### src/rtl/register_bank_sw.sv
// Banked register file with per-bank flags and a main/shadow context swap.
// Ports:
//   CLK, nRST            clock, asynchronous active-low reset
//   Addr1, Addr2         read addresses (registered read data on Out1/Out2)
//   AddrWR, Datain, WR   write port into the active bank
//   FlagWR, FlagMask     masked flag update, mask order {C,O,S,Z}
//   Cin, Oin, Sin, Zin   new flag values
//   BankSwap             one-cycle request to toggle the active bank
//   CF, OF, SF, ZF       registered flags of the active bank
//   ActiveBank           currently active bank index
module register_bank_sw #(
  parameter int unsigned DW        = 8,
  parameter int unsigned AW        = 3,
  parameter int unsigned NUM_BANKS = 2,
  parameter int unsigned ZERO_R0   = 0,
  parameter int unsigned FWD_EN    = 1
) (
  input  logic          CLK,
  input  logic          nRST,
  input  logic [AW-1:0] Addr1,
  input  logic [AW-1:0] Addr2,
  input  logic [AW-1:0] AddrWR,
  input  logic [DW-1:0] Datain,
  input  logic          WR,
  input  logic          FlagWR,
  input  logic [3:0]    FlagMask,
  input  logic          Cin,
  input  logic          Oin,
  input  logic          Sin,
  input  logic          Zin,
  input  logic          BankSwap,
  output logic [DW-1:0] Out1,
  output logic [DW-1:0] Out2,
  output logic          CF,
  output logic          OF,
  output logic          SF,
  output logic          ZF,
  output logic          ActiveBank
);

  localparam int unsigned NREGS  = 2 ** AW;
  localparam int unsigned NFLAGS = 4;
  // Storage always has two contexts; with a single bank the index is pinned
  // to 0 so the second context is never written and trims away.
  localparam int unsigned NSTORE = 2;

  logic [DW-1:0]     regs_q  [NSTORE][NREGS];
  logic [NFLAGS-1:0] flags_q [NSTORE];

  logic              bank_q,     bank_d;
  logic [DW-1:0]     out1_q,     out1_d;
  logic [DW-1:0]     out2_q,     out2_d;
  logic [NFLAGS-1:0] flag_out_q, flag_out_d;
  logic [NFLAGS-1:0] flags_upd;
  logic [NFLAGS-1:0] flag_in;
  logic              wr_en;

  // Next-state: reads, forwarding, masked flag update and bank toggle
  always_comb begin
    bank_d     = bank_q;
    out1_d     = regs_q[bank_q][Addr1];
    out2_d     = regs_q[bank_q][Addr2];
    flag_in    = {Cin, Oin, Sin, Zin};
    flags_upd  = flags_q[bank_q];
    wr_en      = WR;
    flag_out_d = flags_q[bank_q];

    // Writes to a hard-wired zero register vanish, forwarding included
    if ((ZERO_R0 != 0) && (AddrWR == '0)) wr_en = 1'b0;

    for (int unsigned i = 0; i < NFLAGS; i++) begin
      if (FlagWR && FlagMask[i]) flags_upd[i] = flag_in[i];
    end

    if (FWD_EN != 0) begin
      flag_out_d = flags_upd;
      if (wr_en && (AddrWR == Addr1)) out1_d = Datain;
      if (wr_en && (AddrWR == Addr2)) out2_d = Datain;
    end

    if ((ZERO_R0 != 0) && (Addr1 == '0)) out1_d = '0;
    if ((ZERO_R0 != 0) && (Addr2 == '0)) out2_d = '0;

    if ((NUM_BANKS == 2) && BankSwap) bank_d = ~bank_q;
  end

  // State: register array, flag sets, read outputs, active bank
  always_ff @(posedge CLK or negedge nRST) begin
    if (!nRST) begin
      for (int unsigned b = 0; b < NSTORE; b++) begin
        flags_q[b] <= '0;
        for (int unsigned r = 0; r < NREGS; r++) begin
          regs_q[b][r] <= '0;
        end
      end
      bank_q     <= 1'b0;
      out1_q     <= '0;
      out2_q     <= '0;
      flag_out_q <= '0;
    end else begin
      // All updates at this edge target the pre-edge bank
      if (wr_en) regs_q[bank_q][AddrWR] <= Datain;
      flags_q[bank_q] <= flags_upd;
      bank_q          <= bank_d;
      out1_q          <= out1_d;
      out2_q          <= out2_d;
      flag_out_q      <= flag_out_d;
    end
  end

  assign Out1       = out1_q;
  assign Out2       = out2_q;
  assign CF         = flag_out_q[3];
  assign OF         = flag_out_q[2];
  assign SF         = flag_out_q[1];
  assign ZF         = flag_out_q[0];
  assign ActiveBank = bank_q;

endmodule

### config.mk
export PLATFORM = sky130hd
export DESIGN_NAME = register_bank_sw
export DESIGN_NICKNAME = d
export VERILOG_FILES = /design/src/rtl/register_bank_sw.sv
export SDC_FILE = /design/constraint.sdc
export NUM_CORES = 1
export LEC_CHECK = 0
export ABC_AREA = 1
export ABC_CLOCK_PERIOD_IN_PS = 3700
export BUFFER_PORTS_ARGS = -buffer_cell sky130_fd_sc_hd__buf_2
export CAP_MARGIN = 20
export CORE_ASPECT_RATIO = 1.75
export CORE_MARGIN = 2
export CORE_UTILIZATION = 60
export DETAILED_ROUTE_END_ITERATION = 7
export GPL_ROUTABILITY_DRIVEN = 1
export PLACE_DENSITY = 0.88
export SYNTH_ARGS = -nofsm -noshare
export SYNTH_HDL_FRONTEND = slang
export SYNTH_SLANG_ARGS = --single-unit
export TNS_END_PERCENT = 1
### constraint.sdc
create_clock -name CLK -period 3.7 [get_ports CLK]
set_input_delay 0.37 -clock CLK [delete_from_list [all_inputs] [get_ports CLK]]
set_output_delay 0.37 -clock CLK [all_outputs]
set_load 0.01 [all_outputs]
==> out/qor.csv <==
stage,metric,value,unit
routing,first drt pass iteration count,7,
routing,WL/cell,19.4,µm
timing,Tmin final,2.35,ns
worst_setup_path,Worst R2R Start,ActiveBank,
global_routing,antenna violations before repair,0,
cts,cts hold-fix bufs,0,
worst_setup_path,nature of the critical path startpoint,flip-flop,
global_routing,total track usage,34.4,%
worst_setup_path,crit path capture type,flip-flop,
final_layout,share of cells above drive strength 1,10.4,%
timing,Fin Hold WS,-0.00676,ns
final_layout,Seq. cell area,0.00393,mm²
synthesis,Mapped Nets,1014,
routing,Detail Route Antenna Nets,0,
synthesis,Post-Syn Instances,984,
status,status,"complete, but fails checks",
place,GP Congestion,0.948,
worst_setup_path,crit path kind,reg -> reg,
final_layout,Antenna Cells,0,
cts,"CTS clk-pin slew, worst paths",0.06,ns
timing,setup violators final,0,
routing,vias per inst,6.33,
worst_setup_path,Worst EP required,3.99,ns
global_routing,largest net degree at the start of global routing,86,
power,peak supply drop,0.000347,V
worst_setup_path,crit path launch,ActiveBank,
routing,DRC viols,0,
synthesis,"Cell Area, Synth",0.00765,mm²
timing,RSZ-0062 raised after global routing,false,
floorplan,Die Wd,89.4,µm
place,DP HPWL,14900,µm
cts,postcts setup bufs,0,
global_routing,first-pass GRT wire length,36000,µm
timing,Final Hold Fails,12,
timing,final clock skew,0.00980,ns
timing,fmax,425,MHz
final_layout,most frequent cells in the layout,"nand2_1, nand3_1, dfrtp_1",
timing,actual slew at the worst max-slew pin,0.780,ns
cts,Skew-Pair Late Insertion Delay,0.43,ns
synthesis,Yosys cell types,24,
status,failing checks,negative hold slack,
hold_path,HP Class,in -> async,
cts,Num Clock Sinks,157,
worst_setup_path,"Max FO, Critical Path",30,
cts,Max Buffers Root-to-Sink,2,
final_layout,"commonest non-fill, non-tap cell in the layout",nand2_1,
final_layout,Synth-to-Final Area Change,11.2,%
cts,Root Driver,clkbuf_16,
global_routing,vias in the first global route,7065,
synthesis,Yosys reg bits,157,
cts,post-cts repair resize count,0,
power,Cell Pwr Density,859,mW/mm²
timing,Max Slew Vio Count,0,
routing,final wirelength,22900,µm
worst_setup_path,Critical Path AT,2.64,ns
synthesis,"Seq/Total Area, Yosys",51.3,%
cts,Clock H-tree levels,4,
cts,CTS tree,done,
floorplan,I/O pin count,51,
floorplan,Starting Density,61.6,%
routing,via count,7447,
place,port bufs,50,
timing,"Period Utilization, post-route",63.6,%
synthesis,syn avg cell area,7.78,µm²
timing,setup TNS,0,ns
synthesis,Ys Warns,0,
floorplan,die area,0.0137,mm²
final_layout,Final #Nets,1026,
job,Max-cap violations,0,
floorplan,core area,0.0124,mm²
global_routing,global route overflow,0,
floorplan,die height,153,µm
final_layout,fill cell count,1033,
final_layout,area of the multi-input gates,0.00332,mm²
power,P_leak,4.04,nW
floorplan,row count,54,
cts,Num CTS Buffers,17,
routing,initial DRC count,969,
timing,relative slew slack,47.9,%
==> layout make-up <==
class | count | share of cell area, %
Clock buffer | 19 | 5.09
Clock inverter | 13 | 1.94
Inverter | 25 | 1.10
Multi-Input combinational cell | 736 | 39.0
Sequential cell | 157 | 46.2
Tap cell | 168 | 2.47
Timing Repair Buffer | 59 | 4.19
==> synthesized netlist by cell type (all sizes together) <==
library cell,instances,area (µm²)
o21ai,95,475
xor2,1,8.76
nor2,54,215
a21oi,42,210
o211ai,3,22.5
buf,47,235
nand3,251,1280
clkbuf,19,71.3
inv,21,78.8
nor3,3,15.0
nand2,281,1060
or2,1,6.26
a31oi,3,18.8
clkinv,4,15.0
dfrtp,157,3930
o22ai,2,12.5
==> state kept, by name, indices dropped and copies added, names as in the netlist <==
name and cells:
regs_q 128, Out1 8, Out2 8, flags_q 8, flag_out_q 4, ActiveBank 1
==> through the flow <==
step | std cells | setup WS (ns) | area, µm² | power [W] | util (%)
finish | 1177 | 1.35 | 8510 | 0.00731 | 68.5
global route | 1177 | 1.19 | 8510 | 0.00779 | 68.5
floorplan | 984 | 2.24 | 7650 | 0.00470 | -
CTS | 1176 | 1.46 | 8480 | 0.00723 | 68.2
detailed placement | 1144 | 1.43 | 7890 | 0.00541 | 63.4
global placement | 1144 | 1.46 | 7890 | 0.00528 | 63.4
==> final timing paths <==
path,to,slack (ns),cells past startpoint
setup / recovery,regs_q[15],1.35,5
hold / removal,flags_q[1],-0.007,1
setup reg to reg,regs_q[15],1.35,5
hold reg to reg,flags_q[4],0.49,2
max in group asynchronous,regs_q[95],2.85,2
min in group CLK,ActiveBank,0.13,2
==> per-layer routing <==
layer	wire length, µm	GRT usage (%)	part of all wire (%)
met5	0	0	0
met4	1350	18.1	5.9
met3	2140	6.80	9.4
met2	10800	53.4	47
met1	8520	44.9	37
==> power breakdown <==
part / leakage, nW / total (W) / internal [W] / switching [W]
combinational: 1.85 / 0.00248 / 0.000865 / 0.00162
clock: 0.280 / 0.00180 / 0.00107 / 0.000731
sequential: 1.91 / 0.00303 / 0.00254 / 0.000488
==> logic make-up (layout without fill, tap and decap cells) <==
| logic type | Yosys count | after routing | share of synthesized area, % |
|---|---|---|---|
| AO/OA/AOI/OAI | 145 | 145 | 9.66 |
| buffers and inverters | 91 | 116 | 5.23 |
| flip-flops | 157 | 157 | 51.3 |
| XOR/XNOR | 1 | 1 | 0.114 |
| AND/OR/NAND/NOR | 590 | 590 | 33.6 |
==> critical path, stage by stage, from the launching register on <==
cell and delay, ns:
dfrtp_2 0.62, buf_4 0.41, nand2_1 0.21, inv_2 0.15, nand2_1 0.33, o21ai_0 0.47
No activity file was read; power rests on OpenSTA's default activity.
